==> config.mk <==
export PLATFORM = sky130hd
export DESIGN_NAME = seq_wide_adder
export DESIGN_NICKNAME = d
export VERILOG_FILES = /design/src/rtl/seq_wide_adder_pkg.sv /design/src/rtl/byte_add_slice.sv /design/src/rtl/seq_wide_adder.sv
export SDC_FILE = /design/constraint.sdc
export NUM_CORES = 1
export LEC_CHECK = 0
export BUFFER_PORTS_ARGS = -buffer_cell sky130_fd_sc_hd__buf_2
export CORE_MARGIN = 2
export CORE_UTILIZATION = 48
export CTS_CLUSTER_DIAMETER = 150
export CTS_CLUSTER_SIZE = 14
export DETAILED_ROUTE_END_ITERATION = 10
export GPL_TIMING_DRIVEN = 0
export HOLD_SLACK_MARGIN = 0.05
export MAX_ROUTING_LAYER = met4
export PLACE_DENSITY = 0.75
export SYNTH_ARGS = -nofsm -noshare
export SYNTH_HDL_FRONTEND = slang
export SYNTH_HIERARCHICAL = 1
export SYNTH_SLANG_ARGS = --single-unit
==> constraint.sdc <==
create_clock -name clk -period 4.6 [get_ports clk]
set_clock_uncertainty 0.1 [all_clocks]
set_input_delay 0.92 -clock clk [delete_from_list [all_inputs] [get_ports clk]]
set_output_delay 0.92 -clock clk [all_outputs]
set_load 0.1 [all_outputs]
==> src/rtl/seq_wide_adder_pkg.sv <==
// Shared types and constants for the byte-serial wide adder.
package seq_wide_adder_pkg;

   localparam int unsigned BYTE_W = 8;

   typedef enum logic [1:0] {
      IDLE,
      RUN,
      DONE
   } state_e;

   // Ceiling log2; callers clamp the result to at least one bit.
   function automatic int unsigned clog2(input int unsigned n);
      int unsigned v = 1;
      int unsigned r = 0;
      while (v < n) begin
         v = v << 1;
         r++;
      end
      return r;
   endfunction

endpackage

==> src/rtl/byte_add_slice.sv <==
// Combinational 8-bit add slice built from a full-adder ripple chain.
module byte_add_slice
   import seq_wide_adder_pkg::*;
(
   input  logic [BYTE_W-1:0] a_i,
   input  logic [BYTE_W-1:0] b_i,
   input  logic              cin_i,
   output logic [BYTE_W-1:0] sum_o,
   output logic              cout_o
);

   logic [BYTE_W:0] cy;

   assign cy[0] = cin_i;

   for (genvar i = 0; i < BYTE_W; i++) begin : g_fa
      assign sum_o[i]  = a_i[i] ^ b_i[i] ^ cy[i];
      assign cy[i + 1] = (a_i[i] & b_i[i]) | (cy[i] & (a_i[i] ^ b_i[i]));
   end

   assign cout_o = cy[BYTE_W];

endmodule

==> src/rtl/seq_wide_adder.sv <==
// Multi-cycle wide adder: one byte per clock through a single add slice.
// Signed overflow output is implemented only when SEQ_WIDE_ADDER_OVF_EN is defined.
module seq_wide_adder
   import seq_wide_adder_pkg::*;
#(
   parameter int unsigned NBYTES = 4
) (
   input  logic                     clk,
   input  logic                     rst,
   input  logic                     start,
   input  logic [BYTE_W*NBYTES-1:0] a,
   input  logic [BYTE_W*NBYTES-1:0] b,
   input  logic                     c0,
   output logic                     busy,
   output logic                     done,
   output logic [BYTE_W*NBYTES-1:0] s,
   output logic                     c,
   output logic                     ovf
);

   localparam int unsigned W        = BYTE_W * NBYTES;
   localparam int unsigned IDX_W    = (clog2(NBYTES) > 0) ? clog2(NBYTES) : 1;
   localparam logic [IDX_W-1:0] LAST_IDX = IDX_W'(NBYTES - 1);

   state_e             state_q;
   logic [W-1:0]       a_q;
   logic [W-1:0]       b_q;
   logic [W-1:0]       s_q;
   logic [IDX_W-1:0]   idx_q;
   logic               carry_q;
   logic               busy_q;
   logic               done_q;
   logic               c_q;

   logic [BYTE_W-1:0]  a_byte;
   logic [BYTE_W-1:0]  b_byte;
   logic [BYTE_W-1:0]  sum_byte_d;
   logic               carry_d;

   // Steer the current operand byte pair into the slice.
   always_comb begin
      a_byte = '0;
      b_byte = '0;
      for (int i = 0; i < int'(NBYTES); i++) begin
         if (idx_q == IDX_W'(i)) begin
            a_byte = a_q[i*BYTE_W +: BYTE_W];
            b_byte = b_q[i*BYTE_W +: BYTE_W];
         end
      end
   end

   byte_add_slice u_slice (
      .a_i    (a_byte),
      .b_i    (b_byte),
      .cin_i  (carry_q),
      .sum_o  (sum_byte_d),
      .cout_o (carry_d)
   );

   always_ff @(posedge clk) begin
      if (rst) begin
         state_q <= IDLE;
         a_q     <= '0;
         b_q     <= '0;
         s_q     <= '0;
         idx_q   <= '0;
         carry_q <= 1'b0;
         busy_q  <= 1'b0;
         done_q  <= 1'b0;
         c_q     <= 1'b0;
      end else begin
         done_q <= 1'b0;
         case (state_q)
            IDLE: begin
               if (start) begin
                  a_q     <= a;
                  b_q     <= b;
                  carry_q <= c0;
                  idx_q   <= '0;
                  s_q     <= '0;
                  c_q     <= 1'b0;
                  busy_q  <= 1'b1;
                  state_q <= RUN;
               end
            end
            RUN: begin
               for (int i = 0; i < int'(NBYTES); i++) begin
                  if (idx_q == IDX_W'(i)) begin
                     s_q[i*BYTE_W +: BYTE_W] <= sum_byte_d;
                  end
               end
               carry_q <= carry_d;
               // The index parks on the last byte instead of wrapping.
               if (idx_q == LAST_IDX) begin
                  c_q     <= carry_d;
                  done_q  <= 1'b1;
                  state_q <= DONE;
               end else begin
                  idx_q <= idx_q + IDX_W'(1);
               end
            end
            DONE: begin
               busy_q  <= 1'b0;
               state_q <= IDLE;
            end
            default: begin
               busy_q  <= 1'b0;
               state_q <= IDLE;
            end
         endcase
      end
   end

   assign busy = busy_q;
   assign done = done_q;
   assign s    = s_q;
   assign c    = c_q;

`ifdef SEQ_WIDE_ADDER_OVF_EN
   logic ovf_q;

   // Overflow judged from operand sign bits and the top sum byte on the last RUN edge.
   always_ff @(posedge clk) begin
      if (rst) begin
         ovf_q <= 1'b0;
      end else if (state_q == IDLE && start) begin
         ovf_q <= 1'b0;
      end else if (state_q == RUN && idx_q == LAST_IDX) begin
         ovf_q <= (a_q[W-1] == b_q[W-1]) && (sum_byte_d[BYTE_W-1] != a_q[W-1]);
      end
   end

   assign ovf = ovf_q;
`else
   assign ovf = 1'b0;
`endif

endmodule
## Word-level counts from Yosys, hierarchy flattened

Index checks and enable logic that the tools add are counted.

| word-level totals | value |
|---|---|
| bits in registers | 104 |
| word-level logic and storage cells | 105 |
| bits of input ports | 68 |
| output and inout bits | 36 |

| operators by class | value |
|---|---|
| add/subtract/negate cells | 1 |
| muxes and demuxes | 28 |
| equality and inequality tests | 10 |
| reduce and logical (&&, ||, !) cells | 13 |
| bitwise operators | 41 |

Operator list:

| cell | number |
|---|---|
| 2-to-1 mux 8 bit | 12 |
| one-hot mux 32 bit (2 select lines) | 1 |
| 2-to-1 mux 32 bit | 1 |
| AND 1 bit | 16 |
| bitwise XOR 1 bit | 16 |
| AND reduction 3 bit | 5 |
| inequality test 2 bit (second input constant) | 6 |
| 2-to-1 mux 2 bit | 4 |
| OR 1 bit | 8 |
| one-hot mux 2 bit (2 select lines) | 2 |
| AND reduction 2 bit | 4 |
| one-hot mux 1 bit (2 select lines) | 3 |
| 2-to-1 mux 1 bit | 5 |
| == test 2 x 1 -> 1 bit (second input constant) | 2 |
| == test 2 bit (second input constant) | 2 |
| logical NOT 2 bit | 2 |
| adder 2 x 1 -> 2 bit (second input constant) | 1 |
| nonzero test 2 bit | 1 |
| OR reduction 2 bit | 1 |
| inverter 1 bit | 1 |

## Logic depth before layout (Yosys ltp)

Gate-level depths: netlist of the first run.

| logic depth | value |
|---|---|
| depth after elaboration | 24 |
| mapped depth | 22 |
| gate-level depth less buffers | 19 |

## Cells and area by module

Netlist of the first run, hierarchy kept.

By module, submodules not included:

| module | cells an instance | instances | area an instance (um2) | sequential area each (um2) |
|---|---|---|---|---|
| seq_wide_adder | 479 | 1 | 4175.3 | 2082.0 |
| byte_add_slice | 18 | 1 | 197.7 | 0.0 |

## Worst setup path after synthesis of the first run

Ideal clock, no wire load.

| timing path | value |
|---|---|
| path type | flip-flop to flip-flop |
| from | register idx_q[0] |
| to | register s_q[15] (netlist: s[15]) |
| period minus slack after synthesis | 4.826 ns |
| buffers on the path | 2 |
| library setup time | 0.065 ns |
| arrival | 4.662 ns |
| path slack | -0.226 ns |
| data required time | 4.435 ns |
| cell stages (with the launch flop) | 21 |
| cells stage by stage | dfxtp_1 inv_1 ha_1 nor2b_1 clkbuf_2 buf_2 a221oi_1 o31ai_1 fa_1 inv_1 fa_1 inv_1 fa_1 fa_1 fa_1 fa_1 fa_1 inv_1 fa_1 inv_1 a32o_1 |

| on the way | value |
|---|---|
| cells in the longest elaborated chain, start to end | 23 |
| elaborated cells between the ends (all ways) | 46 |
| classes of those cells | eq/ne: 4; mux: 10; bitwise: 30; reduce/logical: 2 |

RTL lines:

| what | line | text |
|---|---|---|
| from (decl) | seq_wide_adder.sv:29 | `logic [IDX_W-1:0] idx_q;` |
| from (signal assigned) | seq_wide_adder.sv:99 | `idx_q <= idx_q + IDX_W'(1);` |
| logical NOT 2 bit | seq_wide_adder.sv:45 | `if (idx_q == IDX_W'(i)) begin` |
| 2-to-1 mux 8 bit (3 in series) | seq_wide_adder.sv:45 |  |
| 2-to-1 mux 8 bit * | seq_wide_adder.sv:45 |  |
| net a_byte[0] | seq_wide_adder.sv:35 | `logic [BYTE_W-1:0] a_byte;` |
| bitwise XOR 1 bit | byte_add_slice.sv:18 | `assign cy[i + 1] = (a_i[i] & b_i[i]) \| (cy[i] & (a_i[i] ^ b_i[i]));` |
| AND 1 bit | byte_add_slice.sv:18 |  |
| OR 1 bit * | byte_add_slice.sv:18 |  |
| AND 1 bit * | byte_add_slice.sv:18 |  |
| [... 7 more ...] | n/a |  |
| AND 1 bit * | byte_add_slice.sv:18 |  |
| OR 1 bit * | byte_add_slice.sv:18 |  |
| AND 1 bit * | byte_add_slice.sv:18 |  |
| OR 1 bit * | byte_add_slice.sv:18 |  |
| bitwise XOR 1 bit * | byte_add_slice.sv:17 | `assign sum_o[i] = a_i[i] ^ b_i[i] ^ cy[i];` |
| net sum_byte_d[7] | seq_wide_adder.sv:37 | `logic [BYTE_W-1:0] sum_byte_d;` |
| 2-to-1 mux 8 bit * | seq_wide_adder.sv:88 | `if (idx_q == IDX_W'(i)) begin` |
| one-hot mux 32 bit (2 select lines) * | seq_wide_adder.sv:73 | `case (state_q)` |
| to (signal, indexed assignment) | seq_wide_adder.sv:89 | `s_q[i*BYTE_W +: BYTE_W] <= sum_byte_d;` |
| to (decl) | seq_wide_adder.sv:28 | `logic [W-1:0] s_q;` |

The timed path passes the listed nets; every way through them passes the cells marked *. The select of a mux whose other input is x is not followed.
A chain may end at the register's enable or synchronous reset.

## Final worst setup path of the first run

| timing path | value |
|---|---|
| from | register idx_q[0] |
| to | register s_q[23] (netlist: s[23]) |

The elaborated chain is that of the path after synthesis.

==> flow_summary.yaml, run 1 <==
outcome:
  run_status: "complete, but fails checks"
  violations: "negative setup slack"
sta:
  rsz0062_at_grt: "true"
  drv_slew: 0
  setup_viol: 3
  min_period_ps: 4624
  relSlewSlack_pct: 59.36
  finalHoldWorstSlack_ps: 362.2
  timing.fmax_mhz: 216.3
  worst_slack_ps: -24.03
  finalHoldViolCount: 0
  setup_tns_ps: -64.12
  tightest_slew_ps: 609.6
  period_share_pct: 100.5
synth:
  ys.flop_type: "dfxtp_1"
  yosys-top-cells-count: "146 x nand2_1, 104 x dfxtp_1, 70 x a21oi_1"
  synth_area_leaders: "dfxtp_1 48%, nand2_1 13%, a21oi_1 8.0%"
  synth_fp_nets: 577
  synth.distinct_cells: 34
  ys_ff_latch: 104
  synth_most_common_cell: "nand2_1"
  yosysWarnings: 6
  yosys.area.top_type: "dfxtp_1"
  avgSynthCellArea_um2: 8.799
  syn_inst: 497
  ys_seq_area_share_pct: 47.61
  syn_area_um2: 4373
  synth_top_area_share_pct: 47.61
  synth-edff-count: 0
  async_reset_ff_share_pct: 0
setup_path:
  cpMostUsedCell: "fa_2"
  worstSetupPathType: "flop to flop"
  crit_start: "idx_q[0]$_SDFFE_PP0P_"
  cp-start-kind: "flop"
  slowest_stage: "dfxtp_4"
  crit_buf_inv: 6
  cp-end-kind: "flop"
  slowest_delay_ps: 420
  path_delay_family: "adder cells"
  arrival_ps: 4850
  critical_path.max_fanout: 5
  path_cells: "inv_4 -> ha_4 -> nor2b_4 -> buf_6 -> a221oi_4 -> o31ai_4 -> fa_2 -> inv_2 -> fa_2 -> inv_2 -> fa_2 -> fa_2 -> fa_2 -> fa_2 -> fa_2 -> inv_2 -> fa_1 -> inv_2 -> a32o_1"
  worstPathRequired_ps: 4820
  reg2reg_from: "idx_q[0]$_SDFFE_PP0P_"
route:
  dr.pass1.iters: 5
  routed_wl_mm: 11.98
  drtAntennaViolNets: 0
  wl_per_cell_um: 16.33
  remaining_drc_errors: 0
  drtIter0Drc: 232
  vias: 4089
  viasPerCell: 5.571
power_and_ir_drop:
  p_int_mw: 1.301
  p_sw_share_pct: 32.83
  comb_power_share_pct: 21.2
  power_frac_seq_pct: 50.4
  peakVddDrop_v: 0.0002076
  clock_power_share_pct: 28.4
  p_switching_mw: 0.6360
  leakage_nw: 2.324
  power_density_nw_per_um2: 354.6
  finalPower_mw: 1.937
finish:
  layoutNonFillerInstCount: 734
  antenna_cells: 0
  drive_above_1_share_pct: 31.15
  fin_nets: 701
  area_delta_synth_final_pct: 24.95
  final_util_pct: 62.35
clock_network:
  clk_latency_ps: 370
  cts_buffer_depth: 2
  cts_tree: "yes"
  path_clk_slew_ps: 110
  root_buffer: "clkbuf_8"
  cts.htree.levels: 3
  cts_num_sinks: 104
  cts_inserted_buffers: 9
place:
  place.gp.congestion: 0.8805
  place_inst: 707
  hpwl_mm: 8.466
  portBuffers: 102
die:
  die_w_um: 99.45
  io_pins: 104
  row_count: 34
  start_util_pct: 49.90
  die-height_um: 99.45
  dieArea_um2: 9889
  coreArea_um2: 8763
global_route:
  grt_pass1_vias: 3853
  track_usage_pct: 24.58
  grt_overflow: 0
  grt_pass1_wl_mm: 18.42
  grt_max_degree: 20
  antenna_found_initial: 0
hold_path:
  worstHoldPathType: "flop to flop"
  hold_path.startpoint: "b_q[21]$_SDFFE_PP0P_"
run:
  drv_cap: 0
## cells by family after synthesis
| logic type | synth area share [%] |
|---|---|
| simple gates | 17.17 |
| compound gates | 22.49 |
| flops | 47.61 |
| buf+inv | 6.724 |
| fa+ha+maj | 4.807 |
| mux | 1.116 |
| other cells | 0.08575 |
## layout by cell type (no fill, tap or decap), types with 8 or more instances in the layout
cell	netlist	final
nand2_1	146	146
o31ai_1	16	14
dfxtp_1	104	102
a221oi_1	16	14
a32o_1	24	24
a22o_1	9	9
buf_2	15	118
buf_4	4	17
buf_6	6	8
clkbuf_8	0	9
a21oi_1	70	70
nor2b_1	17	15
inv_1	14	8
## final cells by class
class                   instances  area [µm²]
fillers                       748        3299
multi-input cells             336        2106
flip-flops and latches        104        2090
repair buffers                114       600.6
plain buffers                  42       286.5
well taps                     108       135.1
clock buffers                   9       123.9
clock inverters                 7       65.06
inverters                      14       57.56
## power groups by stage
stage	clock [mW]	combinational (mW)	sequential, mW
2_1_floorplan	0	0.191	1.06
3_5_place_dp	0	0.373	0.995
6_report	0.550	0.411	0.976
4_1_cts	0.555	0.391	0.974
3_3_place_gp	0	0.365	0.993
5_1_grt	0.594	0.438	0.982
## worst reg2reg max path: stages, from the launching register on
cell and delay [ps]:
dfxtp_4 420, inv_4 60, ha_4 160, nor2b_4 140, buf_6 130, a221oi_4 310
o31ai_4 100, fa_2 390, inv_2 60, fa_2 190, inv_2 40, fa_2 340
fa_2 350, fa_2 350, fa_2 350, fa_2 340, inv_2 60, fa_1 410
inv_2 120, a32o_1 170
## sequential cells by signal, indices dropped and copies added, names as in the netlist
name,cells
a_q,32
b_q,32
busy,1
c,1
carry_q,1
done,1
idx_q,2
s,32
state_q,2
## layer usage
metal	vias up	global-route usage (%)	wire length, µm
li1	1965	-	-
met1	1931	31.22	5204
met2	166	39.35	5771
met3	27	4.779	717
met4	0	8.641	289
met5	-	-	0
## through the flow
| stage | area [µm²] | setup WS [ps] |
|---|---|---|
| 2_1_floorplan | 4394 | 10.87 |
| 3_3_place_gp | 5040 | -333.9 |
| 3_5_place_dp | 5040 | -409.9 |
| 4_1_cts | 5358 | -3.074 |
| 5_1_grt | 5464 | -118.6 |
| 6_report | 5464 | -24.03 |
## timing repair
action                     in CTS  in global routing
setup buffers                   6                  6
hold buffers                    0                  0
setup endpoints to repair      10                  6
pin swaps                       2                  4
hold endpoints to repair        0                  0
resized for setup              25                 25
## final timing paths
| check | endpoint | cells past startpoint | slack [ps] |
|---|---|---|---|
| setup / recovery | s[23]$_SDFFE_PP0P_ | 19 | -20 |
| setup reg to reg | s[23]$_SDFFE_PP0P_ | 19 | -20 |
| hold / removal | b_q[21]$_SDFFE_PP0P_ | 2 | 360 |
| hold reg to reg | b_q[21]$_SDFFE_PP0P_ | 2 | 360 |
(Power assumes the default switching activity.)
==> run 2: changes to the inputs <==
Settings changed: PLACE_DENSITY 0.75 to 0.79.
==> run 2 against run 1 <==
- the run now ends clean
- register-to-register slack better by 70 ps
- die area stayed put
- worst setup slack better by 67 ps
- combinational power is 2% lower
- worst hold slack hardly changed
- final cell count is 0.54% lower
- wire length is 2.4% lower
- via count is 0.20% lower
- sequential power hardly changed
- largest cell class unchanged
- largest power group unchanged
- highest routed layer unchanged
==> flow_summary.yaml, run 2 (synthesis gave the netlist of run 1 again) <==
clock_network:
  cts_inserted_buffers: 9
  cts_num_sinks: 104
  cts.htree.levels: 3
  holdBufCountCts: 0
  cts_tree: "yes"
  clk_latency_ps: 380
  path_clk_slew_ps: 100
  cts_buffer_depth: 2
  root_buffer: "clkbuf_8"
hold_path:
  min_to: "a_q[18]$_SDFFE_PP0P_"
  worstHoldPathType: "flop to flop"
  min_delay_path_depth: 2
  hold_path.startpoint: "a_q[18]$_SDFFE_PP0P_"
die:
  dieArea_um2: 9889
  die-height_um: 99.45
  die_w_um: 99.45
  row_count: 34
  io_pins: 104
  start_util_pct: 49.90
  coreArea_um2: 8763
global_route:
  grt_pass1_vias: 3862
  grt_pass1_wl_mm: 18.69
  antenna_found_initial: 0
  track_usage_pct: 24.77
  grt_overflow: 0
  grt_max_degree: 19
power_and_ir_drop:
  clock_power_share_pct: 31.7
  power_frac_seq_pct: 48.3
  p_sw_share_pct: 30.78
  leakage_nw: 2.319
  p_switching_mw: 0.6221
  comb_power_share_pct: 20.0
  power_density_nw_per_um2: 368.5
  p_int_mw: 1.399
  finalPower_mw: 2.021
  peakVddDrop_v: 0.0001586
sta:
  relSlewSlack_pct: 57.16
  setup_tns_ps: 0
  period_share_pct: 99.06
  rsz0062_at_grt: "true"
  timing.fmax_mhz: 219.5
  finalHoldViolCount: 0
  setup_viol: 0
  min_period_ps: 4557
  tightest_slew_ps: 642.5
  drv_slew: 0
finish:
  fillers: 741
  layout_common_cells: "146 x nand2_1, 116 x buf_2, 102 x dfxtp_1"
  drive_above_1_share_pct: 31.03
  antenna_cells: 0
  area_delta_synth_final_pct: 25.41
  layoutNonFillerInstCount: 730
  final_common_cell: "nand2_1"
  fin_nets: 697
  regArea_um2: 2090
  multi_input_area_um2: 2113
place:
  place_inst: 707
  portBuffers: 102
  place.gp.congestion: 0.8910
  hpwl_mm: 8.440
setup_path:
  cp-end-kind: "flop"
  arrival_ps: 4780
  crit_start: "idx_q[0]$_SDFFE_PP0P_"
  worstRegToRegCells: 19
  reg2reg_slack_ps: 40
  cp-start-kind: "flop"
  critical_path.max_fanout: 4
  r2r_end: "s[23]$_SDFFE_PP0P_"
  worstSetupPathType: "flop to flop"
  worstPathRequired_ps: 4820
  reg2reg_from: "idx_q[0]$_SDFFE_PP0P_"
route:
  viasPerCell: 5.590
  dr.pass1.iters: 5
  drtAntennaViolNets: 0
  wl_per_cell_um: 16.02
  routed_wl_mm: 11.69
  drtIter0Drc: 252
  remaining_drc_errors: 0
  vias: 4081
outcome:
  run_status: "finished, final reports clean"
run:
  drv_cap: 0
run 2: how the worst max path moves through the flow:
| stage | end | slack (ps) | cells past startpoint |
|---|---|---|---|
| after global placement | s[23]$_SDFFE_PP0P_ | -350 | 20 |
| after floorplan | s[15]$_SDFFE_PP0P_ | 10 | 20 |
| final | s[23]$_SDFFE_PP0P_ | 40 | 19 |
| after detailed placement | s[7]$_SDFFE_PP0P_ | -440 | 21 |
| after global routing | s[7]$_SDFFE_PP0P_ | -60 | 19 |
| after CTS | s[7]$_SDFFE_PP0P_ | 2 | 19 |
run 2: per-layer routing:
layer,wire length (µm),track usage (%),up-vias,part of all wire (%)
li1,-,-,1957,-
met1,5065,32.65,1941,43
met2,5575,39.55,154,48
met3,835,4.216,29,7.1
met4,217,6.955,0,1.9
met5,0,-,-,0
run 2: power by group through the flow:
stage          registers, mW  logic [mW]  clock network (mW)
2_1_floorplan           1.06       0.191                   0
3_5_place_dp           0.995       0.372                   0
4_1_cts                0.975       0.394               0.644
5_1_grt                0.982       0.435               0.685
6_report               0.976       0.404               0.641
3_3_place_gp           0.993       0.364                   0
run 2: worst max-delay path, stage by stage, from the launching register on:
cell      delay (ps)
dfxtp_4          410
inv_6             50
ha_4             160
nor2b_4          140
buf_6            120
a221oi_4         270
o31ai_4          100
fa_2             350
inv_2             60
fa_2             190
inv_2             40
fa_2             340
fa_2             350
fa_2             340
fa_2             350
fa_2             340
inv_2             60
fa_1             420
inv_2            140
a32o_1           170
run 2: repair_timing:
item | 4_1_cts | 5_1_grt
buffers inserted | 8 | 2
setup endpoints to repair | 10 | 5
hold endpoints to repair | 0 | 0
pin swaps | 5 | 7
resized for setup | 35 | 18
run 2: cell type report:
cell class	instances	area share, %
Timing Repair Buffer	112	10.68
Multi-Input combinational cell	336	38.54
Buffer	40	5.019
Clock inverter	7	1.848
Inverter	14	1.095
Tap cell	108	2.464
Sequential cell	104	38.10
Clock buffer	9	2.259
run 2: stage by stage:
| stage | setup slack, ps | util, % | instance area (µm²) | hold slack, ps |
|---|---|---|---|---|
| 2_1_floorplan | 10.87 | - | 4394 | 336.1 |
| 4_1_cts | 1.521 | 62.04 | 5436 | 362.1 |
| 5_1_grt | -57.71 | 62.58 | 5484 | 379.9 |
| 6_report | 43.46 | 62.58 | 5484 | 362.3 |
| 3_5_place_dp | -437.0 | 57.51 | 5040 | 348.2 |
| 3_3_place_gp | -348.8 | 57.51 | 5040 | 342.9 |
